--- src/rtl/hazard_ctrl_if.sv ---
// Handshake bundle between the ID stage and the pipeline interlock controller.
// The master drives the ID-stage view; the slave returns stall, forward and squash controls.
interface hazard_ctrl_if;
    logic [31:0] id_instr;
    logic        id_valid;
    logic        redirect;
    logic        pc_hold;
    logic        idex_bubble;
    logic        squash;
    logic [1:0]  fwd_a;
    logic [1:0]  fwd_b;
    logic [15:0] stall_cnt;

    modport master (
        output id_instr, id_valid, redirect,
        input  pc_hold, idex_bubble, squash, fwd_a, fwd_b, stall_cnt
    );

    modport slave (
        input  id_instr, id_valid, redirect,
        output pc_hold, idex_bubble, squash, fwd_a, fwd_b, stall_cnt
    );
endinterface

--- src/rtl/hazard_ctrl.sv ---
// Interlock controller for the five-stage core: EX/MEM/WB scoreboard, forwarding, stalls, squash.
// Define HAZ_FORWARD_EN for operand forwarding; otherwise any RAW match stalls until WB retires.
module hazard_ctrl #(
    parameter int unsigned SQUASH_DEPTH = 3
) (
    input logic          clk,
    input logic          rst,
    hazard_ctrl_if.slave hif
);
    localparam int unsigned CntW = (SQUASH_DEPTH > 1) ? $clog2(SQUASH_DEPTH) : 1;
    localparam logic [CntW-1:0] SqLoad = CntW'(SQUASH_DEPTH - 1);

    localparam logic [1:0] StRun    = 2'd0;
    localparam logic [1:0] StStall  = 2'd1;
    localparam logic [1:0] StSquash = 2'd2;

    logic [1:0]      state_q, state_d;
    logic [CntW-1:0] sq_cnt_q, sq_cnt_d;
    logic [15:0]     stall_cnt_q;

    logic            ex_v_q, mem_v_q, wb_v_q;
    logic [4:0]      ex_dst_q, mem_dst_q, wb_dst_q;

    logic [5:0] op, func;
    logic [4:0] rs, rt, rd;
    logic       use_rs, use_rt, wr_en;
    logic [4:0] wr_dst;

    assign op   = hif.id_instr[31:26];
    assign rs   = hif.id_instr[25:21];
    assign rt   = hif.id_instr[20:16];
    assign rd   = hif.id_instr[15:11];
    assign func = hif.id_instr[5:0];

    always_comb begin
        use_rs = 1'b0;
        use_rt = 1'b0;
        wr_en  = 1'b0;
        wr_dst = rt;
        if (op == 6'd0) begin
            if (func == 6'b001011) begin
                use_rs = 1'b1;
            end else if (func != 6'd0) begin
                use_rs = 1'b1;
                use_rt = 1'b1;
                wr_en  = 1'b1;
                wr_dst = rd;
            end
        end else if (!op[5]) begin
            use_rs = 1'b1;
            case (op)
                6'b001111, 6'b001000, 6'b001001: use_rt = 1'b1;
                default:                         wr_en  = 1'b1;
            endcase
        end else if (op == 6'b100001) begin
            wr_en  = 1'b1;
            wr_dst = 5'd31;
        end
    end

    // Register 0 never creates a dependency.
    logic src_a, src_b;
    assign src_a = hif.id_valid && use_rs && (rs != 5'd0);
    assign src_b = hif.id_valid && use_rt && (rt != 5'd0);

    logic a_ex, a_mem, a_wb, b_ex, b_mem, b_wb;
    assign a_ex  = src_a && ex_v_q  && (ex_dst_q  == rs);
    assign a_mem = src_a && mem_v_q && (mem_dst_q == rs);
    assign a_wb  = src_a && wb_v_q  && (wb_dst_q  == rs);
    assign b_ex  = src_b && ex_v_q  && (ex_dst_q  == rt);
    assign b_mem = src_b && mem_v_q && (mem_dst_q == rt);
    assign b_wb  = src_b && wb_v_q  && (wb_dst_q  == rt);

    logic       hazard_raw, hazard, in_squash;
    logic [1:0] fwd_a, fwd_b;

`ifdef HAZ_FORWARD_EN
    logic ex_ld_q;

    always_comb begin
        hazard_raw = (a_ex || b_ex) && ex_ld_q;
        fwd_a = a_ex ? (ex_ld_q ? 2'd0 : 2'd1) : a_mem ? 2'd2 : a_wb ? 2'd3 : 2'd0;
        fwd_b = b_ex ? (ex_ld_q ? 2'd0 : 2'd1) : b_mem ? 2'd2 : b_wb ? 2'd3 : 2'd0;
    end

    always_ff @(posedge clk or posedge rst) begin
        if (rst) ex_ld_q <= 1'b0;
        else     ex_ld_q <= (op == 6'b001110);
    end
`else
    always_comb begin
        hazard_raw = a_ex || a_mem || a_wb || b_ex || b_mem || b_wb;
        fwd_a      = 2'd0;
        fwd_b      = 2'd0;
    end
`endif

    assign in_squash = (state_q == StSquash);
    assign hazard    = hazard_raw && !in_squash;

    always_comb begin
        state_d  = state_q;
        sq_cnt_d = sq_cnt_q;
        if (hif.redirect) begin
            state_d  = StSquash;
            sq_cnt_d = SqLoad;
        end else begin
            case (state_q)
                StSquash: begin
                    if (sq_cnt_q == '0) state_d = StRun;
                    else                sq_cnt_d = sq_cnt_q - 1'b1;
                end
                default: state_d = hazard ? StStall : StRun;
            endcase
        end
    end

    always_ff @(posedge clk or posedge rst) begin
        if (rst) begin
            state_q     <= StRun;
            sq_cnt_q    <= '0;
            stall_cnt_q <= '0;
            ex_v_q      <= 1'b0;
            mem_v_q     <= 1'b0;
            wb_v_q      <= 1'b0;
            ex_dst_q    <= '0;
            mem_dst_q   <= '0;
            wb_dst_q    <= '0;
        end else begin
            state_q   <= state_d;
            sq_cnt_q  <= sq_cnt_d;
            if (hazard && (stall_cnt_q != 16'hFFFF)) stall_cnt_q <= stall_cnt_q + 16'd1;
            ex_v_q    <= hif.id_valid && wr_en && (wr_dst != 5'd0) && !hazard && !in_squash;
            ex_dst_q  <= wr_dst;
            mem_v_q   <= ex_v_q;
            mem_dst_q <= ex_dst_q;
            wb_v_q    <= mem_v_q;
            wb_dst_q  <= mem_dst_q;
        end
    end

    assign hif.pc_hold     = hazard;
    assign hif.idex_bubble = hazard;
    assign hif.squash      = in_squash;
    assign hif.fwd_a       = fwd_a;
    assign hif.fwd_b       = fwd_b;
    assign hif.stall_cnt   = stall_cnt_q;
endmodule

--- src/flat_wrapper.sv ---
// flat-port wrapper written by rule: the top's interface ports become plain ports
module hazard_ctrl_flat 
#(
    parameter int unsigned SQUASH_DEPTH = 3
)
  (clk, rst, hif_id_instr, hif_id_valid, hif_redirect, hif_pc_hold, hif_idex_bubble, hif_squash, hif_fwd_a, hif_fwd_b, hif_stall_cnt);
  hazard_ctrl_if hif_i ();
  input logic clk;
  input logic rst;
  input wire logic [$bits(hif_i.id_instr)-1:0] hif_id_instr;
  input wire logic [$bits(hif_i.id_valid)-1:0] hif_id_valid;
  input wire logic [$bits(hif_i.redirect)-1:0] hif_redirect;
  output wire logic [$bits(hif_i.pc_hold)-1:0] hif_pc_hold;
  output wire logic [$bits(hif_i.idex_bubble)-1:0] hif_idex_bubble;
  output wire logic [$bits(hif_i.squash)-1:0] hif_squash;
  output wire logic [$bits(hif_i.fwd_a)-1:0] hif_fwd_a;
  output wire logic [$bits(hif_i.fwd_b)-1:0] hif_fwd_b;
  output wire logic [$bits(hif_i.stall_cnt)-1:0] hif_stall_cnt;
  assign hif_i.id_instr = hif_id_instr;
  assign hif_i.id_valid = hif_id_valid;
  assign hif_i.redirect = hif_redirect;
  assign hif_pc_hold = hif_i.pc_hold;
  assign hif_idex_bubble = hif_i.idex_bubble;
  assign hif_squash = hif_i.squash;
  assign hif_fwd_a = hif_i.fwd_a;
  assign hif_fwd_b = hif_i.fwd_b;
  assign hif_stall_cnt = hif_i.stall_cnt;
  hazard_ctrl #(.SQUASH_DEPTH(SQUASH_DEPTH)) u_core (.clk(clk), .rst(rst), .hif(hif_i));
endmodule
--- config.mk ---
export PLATFORM = sky130hd
export DESIGN_NAME = hazard_ctrl_flat
export DESIGN_NICKNAME = d
export VERILOG_FILES = /design/src/rtl/hazard_ctrl_if.sv /design/src/rtl/hazard_ctrl.sv /design/src/flat_wrapper.sv
export SDC_FILE = /design/constraint.sdc
export NUM_CORES = 1
export LEC_CHECK = 0
export CAP_MARGIN = 20
export CORE_AREA = 2 2 81 83
export CTS_BUF_LIST = sky130_fd_sc_hd__clkbuf_4 sky130_fd_sc_hd__clkbuf_8 sky130_fd_sc_hd__clkbuf_16
export CTS_CLUSTER_DIAMETER = 100
export DETAILED_ROUTE_END_ITERATION = 8
export DIE_AREA = 0 0 83 85
export HOLD_SLACK_MARGIN = 0.1
export PLACE_DENSITY = 0.69
export SLEW_MARGIN = 20
export SYNTH_ARGS = -nofsm -noshare
export SYNTH_HDL_FRONTEND = slang
export SYNTH_SLANG_ARGS = --single-unit
--- constraint.sdc ---
create_clock -name clk -period 4.65 [get_ports clk]
set_input_delay 0.93 -clock clk [delete_from_list [all_inputs] [get_ports clk]]
set_output_delay 0.93 -clock clk [all_outputs]
set_load 0.05 [all_outputs]
# After elaboration in Yosys (flattened, before gate mapping)
# Cells that the tools add are included.
# Widths: inputs -> output; s select.
op_classes:
  n_addsub: 2
  n_eq_ne: 15
  muxes: 24
  n_reduce_logical: 38
ops:
  columns: ["cell", "n"]
  rows:
  - ["$eq 5x5->1", 6]
  - ["$mux 5", 5]
  - ["$eq 6x4->1 const B", 4]
  - ["$logic_and 1x1->1", 22]
  - ["$add 16x1->16 const B", 1]
  - ["$ne 16x16->1 const B", 1]
  - ["$reduce_bool 5->1", 3]
  - ["$mux 1", 13]
  - ["$mux 2", 6]
  - ["$eq 6x6->1 const B", 1]
  - ["$logic_not 6->1", 1]
  - ["$reduce_bool 6->1", 1]
  - ["$logic_or 1x1->1", 5]
  - ["$ne 3x3->1 const B", 1]
  - ["$reduce_or 3->1", 1]
  - ["$eq 2x2->1 const B", 1]
  - ["$logic_not 1->1", 2]
  - ["$logic_not 2->1", 1]
  - ["$ne 2x2->1 const B", 1]
  - ["$reduce_and 2->1", 1]
  - ["$reduce_bool 2->1", 1]
  - ["$sub 2x1->2 const B", 1]
word_totals:
  reg_bits: 38
  in_bits: 36
  out_inout_bits: 23
  word_cells: 88

# Logic depth before layout (Yosys ltp)
# Gate-level depths: netlist (run 1).
depth:
  depth_word: 17
  mapped_depth: 9
  mapped_depth_nobuf: 7

# Worst setup path before layout (run 1)
# No wires, ideal clock.
synth_timing:
  path_kind: "input -> output"
  from: "input hif_id_instr[29]"
  to: "output hif_pc_hold"
  arrival_ns: 2.890
  required_ns: 3.720
  slack_ns: 0.830
  stages: 6
  path_buffers: 1
  cell_sequence: "or4_4 -> o41a_1 -> a311oi_2 -> o21ai_2 -> inv_1 -> buf_4"
synth_between:
  elab_chain_cells: 13
  elab_cells_between_ends: 31
  classes_between: "eq/ne: 3; mux: 4; reduce/logical: 24"
synth_rtl:
  columns: ["element", "line", "text"]
  rows:
  - ["start: declaration", "flat_wrapper.sv:10", "input wire logic [$bits(hif_i.id_instr)-1:0] hif_id_instr;"]
  - ["$eq 6x4->1", "hazard_ctrl.sv:51", "case (op)"]
  - ["$reduce_or 3->1", "hazard_ctrl.sv:51", null]
  - ["$mux 1", "hazard_ctrl.sv:51", null]
  - ["$mux 1", "hazard_ctrl.sv:49", "end else if (!op[5]) begin"]
  - ["$mux 1", "hazard_ctrl.sv:40", "if (op == 6'd0) begin"]
  - ["$logic_and 1x1->1 (2 in series)", "hazard_ctrl.sv:64", "assign src_b = hif.id_valid && use_rt && (rt != 5'd0);"]
  - ["$logic_and 1x1->1 (2 in series)", "hazard_ctrl.sv:70", "assign b_ex = src_b && ex_v_q && (ex_dst_q == rt);"]
  - ["$logic_or 1x1->1 (2 in series)", "hazard_ctrl.sv:92", "hazard_raw = a_ex || a_mem || a_wb || b_ex || b_mem || b_wb;"]
  - ["$logic_or 1x1->1 *", "hazard_ctrl.sv:92", null]
  - ["$logic_and 1x1->1 *", "hazard_ctrl.sv:99", "assign hazard = hazard_raw && !in_squash;"]
  - ["end: declaration", "flat_wrapper.sv:13", "output wire logic [$bits(hif_i.pc_hold)-1:0] hif_pc_hold;"]
# Every way passes the cells marked *; elsewhere a longest branch is shown, timed or not.

# Worst setup path after layout (run 1)
layout_timing:
  from: "input hif_id_instr[28]"
  to: "output hif_pc_hold"
# Same word-level chain as after synthesis.

==> metrics.md, run 1 <==
| Metric | Value |
|---|---|
| Pwr Density | 288 nW/um^2 |
| Synth unique cells | 39 |
| Synth Cell Area | 2090 um^2 |
| Post-CTS setup buffer count | 0 |
| DRT Wirelength | 4780 um |
| Final cell count without fillers | 337 |
| Cts bufs inserted | 5 |
| Worst reg-to-reg path cell count | 7 |
| GRT overflow | 0 |
| Share of post-route cells with drive strength above 1 | 8.85% |
| RR Startpoint | u_core.mem_dst_q[4] |
| Clock Path Buffers | 2 |
| Setup WS post-layout | 0.550 ns |
| Initial antenna violation count | 0 |
| CTS Hold Bufs | 0 |
| 1st-iter DRT viols | 84 |
| Gpl congestion | 0.819 |
| Final min period | 4.10 ns |
| Worst-Skew Late Latency | 0.29 ns |
| Pre-CTS setup slack | 0.571 ns |
| Post-DRT Antenna Nets | 0 |
| Cells after DPL | 329 |
| Top_reg_cell synth | dfrtp_1 |
| RSZ-0062 raised after global routing | no |
| Crit path capture type | output port |
| Post-synth top area cell | dfrtp_1 |
| Vias in the first global route | 1788 |
| Worst path depth | 7 |
| Layout Utilization | 44.5% |
| Most frequent cells after synthesis | dfrtp_1 (38), xor2_1 (36), nor2_1 (20) |
| DPL Wire Length | 3620 um |
| Hold Crit Class | reg -> reg |
| Pleak | 1.21 nW |
| Worst Setup SP | hif_id_instr[28] |
| Status | finished clean |
| Pre-antenna DRT Iters | 4 |
| Asr flop ratio synth | 100% |
| Syn_area_per_cell | 9.97 um^2 |
| Final-layout fill cell count | 581 |
| Core area | 6200 um^2 |
| WS Path Type | in -> out |
| Final setup vio count | 0 |
| Final TNS setup | 0 ns |
| CTS resizes | 0 |
| Most common cell in the netlist | dfrtp_1 |
| Vias/cell | 5.01 |
| Final instance area | 2760 um^2 |
| Skew final | 0.0109 ns |
| CP max stage cell | or4_4 |
| Critical path, cell by cell | clkdlybuf4s50_1 -> or4_4 -> o41a_1 -> a311oi_2 -> o21ai_2 -> inv_1 -> buf_12 |
| Fmax | 244 MHz |
| Post-synth EDFFs | 0 |
| Hold WS | 0.420 ns |
| WP buf/inv | 3 |
| Antenna Diode Count | 0 |
| Final hold vios | 0 |
| Worst-path clk slew | 0.07 ns |
| CP arrival | 3.17 ns |
| Slowest stage delay, CP | 0.55 ns |
| Sequential share of the synthesized area | 45.4% |
| Number of I/O port buffers | 49 |
| Maximum VDD drop | 208 uV |
| Synth Instances | 210 |
| Top-area cell type share of the netlist area | 45.4% |
| Slew Viols, Final | 0 |
| First-pass GRT wire length | 8210 um |
| Syn-to-layout area delta | 31.9% |
| DRC viols | 0 |
| Clock sink count | 38 |
| MaxCap Viol Count | 0 |
| Row count | 29 |
| CP required | 3.72 ns |
| Die Y | 85 um |
| Boundary pin count | 59 |
| Type of origin of the critical path | primary input |
| Hold path depth | 0 |
| Post-synthesis register bit count | 38 |
| Starting Density | 33.7% |
| Pin count of the biggest net entering global routing | 39 |
| Largest cells by area after synthesis | dfrtp_1 (45%), xor2_1 (15%), xnor2_1 (3.8%) |
| Top delay family on crit path | compound AO/OA/AOI/OAI gates |
| CP max FO | 5 |
| Full die area | 7060 um^2 |
| Layout net count | 297 |
| Die Wd | 83 um |
| Tot Pwr | 0.795 mW |
| Tot GR Track Use | 14.3% |
| Final period util | 88.2% |
| Syn. warnings | 0 |
| Worst Tran Pin Value | 0.806 ns |
| Via count | 1687 |
| H-Tree Depth | 2 |
| Worst hold start | u_core.mem_v_q |
| Wire per inst | 14.2 um |
| TritonCTS clock tree | built |
| Worst slew margin | 46.1% |
| DP Area | 2650 um^2 |
| Root buffer cell | clkbuf_8 |
-- final timing paths --
kind,end,slack [ns]
worst min register to register,u_core.wb_v_q,0.42
worst max-delay path,hif_pc_hold,0.55
min in group asynchronous,u_core.hif.stall_cnt[7],1.04
worst min-delay path,u_core.wb_v_q,0.42
worst max register to register,u_core.hif.stall_cnt[10],2.17
max in group asynchronous,u_core.mem_dst_q[1],3.26
-- layer usage --
metal | part of all wire (%) | vias to the layer above | track usage [%]
li1 | - | 818 | -
met1 | 44 | 814 | 17.8
met2 | 50 | 47 | 24.3
met3 | 4.9 | 8 | 3.60
met4 | 1.3 | 0 | 4.92
met5 | 0 | - | 0
-- sequential cells by signal, summed over array words and instances (netlist names) --
name,cells
u_core.mem_v_q,1
u_core.ex_dst_q,5
u_core.wb_v_q,1
u_core.ex_v_q,1
u_core.sq_cnt_q,2
u_core.state_q,2
u_core.hif.stall_cnt,16
u_core.mem_dst_q,5
u_core.wb_dst_q,5
-- cell type report --
cell class	count	area [um^2]	share of cell area (%)
Multi-Input combinational cell	155	1050	38.1
Sequential cell	38	951	34.5
Timing Repair Buffer	50	518	18.8
Tap cell	77	96.3	3.49
Clock buffer	5	68.8	2.49
Clock inverter	3	40.0	1.45
Inverter	9	33.8	1.22
-- logic make-up (layout without fill, tap and decap cells) --
group | after synthesis | count (layout) | share of synthesized area [%]
AO/OA/AOI/OAI | 26 | 26 | 8.79
XOR/XNOR | 45 | 45 | 18.8
adder cells (fa/ha/maj) | 2 | 2 | 1.20
buffers and inverters | 20 | 67 | 4.84
flip-flops | 38 | 38 | 45.4
multiplexers | 1 | 1 | 0.538
other | 1 | 4 | 0.179
AND/OR/NAND/NOR | 77 | 77 | 20.2
-- placed cells by master (no fill, tap or decap), drive strengths merged, types with 3 or more instances in the layout --
cell and count:
clkdlybuf4s50 47, dfrtp 38, xor2 36, nor2 20, nand3 11, nand2 10
xnor2 9, inv 9, nor3 9, nor4 8, and3 6, a21oi 6
o22ai 5, clkbuf 5, o21ai 5, conb 4, nand4 3, or4 3
o211ai 3, buf 3
-- power breakdown --
part / internal, mW / switching, mW / total [mW]
Combinational: 0.0681 / 0.0820 / 0.150
Sequential: 0.352 / 0.0177 / 0.370
Clock: 0.158 / 0.117 / 0.275
No activity file was read; power rests on OpenSTA's default activity.
==> inputs of run 2 (changes only) <==
Settings changed: CORE_AREA 2 2 81 83 to 2 2 76 78, DIE_AREA 0 0 83 85 to 0 0 78 80, MAX_ROUTING_LAYER set to met4, PLACE_DENSITY 0.69 to 0.76.
==> run 2 against run 1 <==
  * Critical endpoint is now hif_idex_bubble
  * Register-to-register slack improved by 0.07 ns
  * First-iteration DRC count decreased by 20%
  * Die area decreased by 12%
  * Largest power group unchanged
  * Highest routed layer unchanged
==> metrics.md, run 2 (synthesis gave the netlist of run 1 again) <==
| Metric | Value |
|---|---|
| Slew Viols, Final | 0 (unchanged) |
| Number of I/O port buffers | 49 (unchanged) |
| CP required | 3.72 ns (about the same) |
| Via count | 1686 (-0.059%) |
| Starting Density | 38.7% (+5.0 points) |
| Critical path, cell by cell | clkdlybuf4s50_1 -> or4_4 -> o41a_1 -> a311oi_2 -> o21ai_2 -> inv_1 -> buf_12 |
| DRT met1 WL | 2160 um (+2.8%) |
| DRC viols | 0 (unchanged) |
| Maximum VDD drop | 175 uV (-16%) |
| Syn-to-layout area delta | 30.9% |
| Worst reg-to-reg path cell count | 7 (unchanged) |
| Commonest cells after routing, fill and taps aside | clkdlybuf4s50_1 (47), dfrtp_1 (38), xor2_1 (36) |
| WS Path Type | in -> out |
| Final setup vio count | 0 (unchanged) |
| Cts bufs inserted | 5 (unchanged) |
| Worst-Skew Late Latency | 0.30 ns (about the same) |
| Top routing layer in use | met4 |
| Share of post-route cells with drive strength above 1 | 8.85% (unchanged) |
| Row count | 27 (-6.9%) |
| Crit path capture type | output port |
| Hold Crit Class | reg -> reg |
| Pwr Density | 279 nW/um^2 (-3.2%) |
| TritonCTS clock tree | built |
| Core area | 5410 um^2 (-13%) |
| Slowest stage delay, CP | 0.57 ns (+0.02 ns) |
| Cells after DPL | 324 (-1.5%) |
| Boundary pin count | 59 (unchanged) |
| CP max stage cell | or4_4 |
| Routed wl met3 | 228 um (-3.4%) |
| Vias in the first global route | 1794 (+0.34%) |
| Critical path endpoint | hif_idex_bubble |
| Initial antenna violation count | 0 (unchanged) |
| Worst slew margin | 47.9% (+1.8 points) |
| Post-CTS setup buffer count | 0 (unchanged) |
| Status | finished clean |
| Worst-path clk slew | 0.07 ns (about the same) |
| Pleak | 1.21 nW (-0.52%) |
| Pre-antenna DRT Iters | 4 (unchanged) |
| Final hold vios | 0 (unchanged) |
| CTS Hold Bufs | 0 (unchanged) |
| Fmax | 244 MHz (-0.11%) |
| Die Wd | 78 um (-6.0%) |
| Final min period | 4.10 ns (+0.00439 ns) |
| Post-DRT Antenna Nets | 0 (unchanged) |
| Layout net count | 297 (unchanged) |
| Met2 WL | 2410 um (+1.6%) |
| Skew final | 0.00314 ns (-0.00777 ns) |
| RR Startpoint | u_core.mem_dst_q[3] |
| FF-to-FF setup slack | 2.24 ns (+0.07 ns) |
| Final period util | 88.3% (+0.094 points) |
| Most common library cell in the layout ignoring fill and taps | clkdlybuf4s50_1 |
| GRT overflow | 0 (unchanged) |
| 1st-iter DRT viols | 67 (-20%) |
| DPL Wire Length | 3630 um (+0.39%) |
| MaxCap Viol Count | 0 (unchanged) |
| First-pass GRT wire length | 8090 um (-1.5%) |
| Die Y | 80 um (-5.9%) |
| H-Tree Depth | 2 (unchanged) |
| Vias/cell | 5.08 (+1.4%) |
| Gpl congestion | 0.874 (+6.7%) |
| Max reg flops | 16 (unchanged) |
| DRT Wirelength | 4870 um (+2.0%) |
| CP max FO | 5 (unchanged) |
| Antenna Diode Count | 0 (unchanged) |
| DP Area | 2650 um^2 (-0.24%) |
| Final cell count without fillers | 332 (-1.5%) |
| Final TNS setup | 0 ns (unchanged) |
| Worst Tran Pin Value | 0.779 ns (-0.0270 ns) |
| Wire per inst | 14.7 um (+3.5%) |
| RSZ-0062 raised after global routing | no |
| Clock Path Buffers | 2 (unchanged) |
| Hold WS | 0.409 ns (-0.0110 ns) |
| Tot GR Track Use | 17.0% (+2.7 points) |
| Root buffer cell | clkbuf_8 |
| Pin count of the biggest net entering global routing | 39 (unchanged) |
| Type of origin of the critical path | primary input |
| Final instance area | 2740 um^2 (-0.73%) |
| RR Endpoint | u_core.hif.stall_cnt[15] |
| Worst Setup SP | hif_id_instr[29] |
| Final-layout fill cell count | 516 (-11%) |
| CTS resizes | 0 (unchanged) |
| Full die area | 6240 um^2 (-12%) |
| CP arrival | 3.17 ns (about the same) |
| Clock sink count | 38 (unchanged) |
==> run 2: cell count changes in the layout (fill, tap and decap cells not counted) <==
cell,delta
clkbuf_8,+1
bufinv_16,-1
clkbuf_4,+1
clkinv_2,-1
==> run 2: worst min path at each step <==
stage | start | endpoint | slack [ns] | cells after the start
4_1_cts | u_core.mem_v_q | u_core.wb_v_q | 0.41 | 0
6_report | u_core.mem_v_q | u_core.wb_v_q | 0.41 | 0
5_1_grt | u_core.mem_v_q | u_core.wb_v_q | 0.42 | 0
2_1_floorplan | u_core.ex_v_q | u_core.mem_v_q | 0.37 | 0
3_5_place_dp | u_core.mem_v_q | u_core.wb_v_q | 0.40 | 0
3_3_place_gp | u_core.mem_v_q | u_core.wb_v_q | 0.38 | 0
==> run 2: layout make-up <==
| class | instances | area (um^2) | share of cell area, % |
|---|---|---|---|
| Clock buffer | 7 | 90.1 | 3.29 |
| Timing Repair Buffer | 50 | 518 | 18.9 |
| Inverter | 9 | 33.8 | 1.23 |
| Clock inverter | 1 | 5.00 | 0.183 |
| Sequential cell | 38 | 951 | 34.7 |
| Tap cell | 72 | 90.1 | 3.29 |
| Multi-Input combinational cell | 155 | 1050 | 38.4 |
==> run 2: power by group <==
part | internal, mW | total (mW) | switching [mW]
clock | 0.125 | 0.245 | 0.120
sequential | 0.352 | 0.370 | 0.0174
combinational | 0.0678 | 0.149 | 0.0816
total | 0.546 | 0.764 | 0.219
==> run 2: worst max-delay path: cells and delay by family <==
family                 cells  cell delay, ns
and+or+nand+nor            1            0.57
AOI/OAI and AO/OA          3            0.91
buffers and inverters      3            0.77
==> run 2: metal layers <==
metal	global-route usage (%)	vias to the layer above
met4	5.26	0
met1	19.4	817
met2	29.3	51
li1	-	811
met3	4.52	7
met5	-	-
==> run 2: through the flow <==
stage | setup slack (ns) | total power, mW | utilization, %
after CTS | 0.549 | 0.771 | 50.7
after global placement | 0.569 | 0.521 | 48.9
after detailed placement | 0.573 | 0.527 | 48.9
final | 0.546 | 0.764 | 50.7
after global routing | 0.433 | 0.802 | 50.7
after floorplan | 0.830 | 0.473 | -
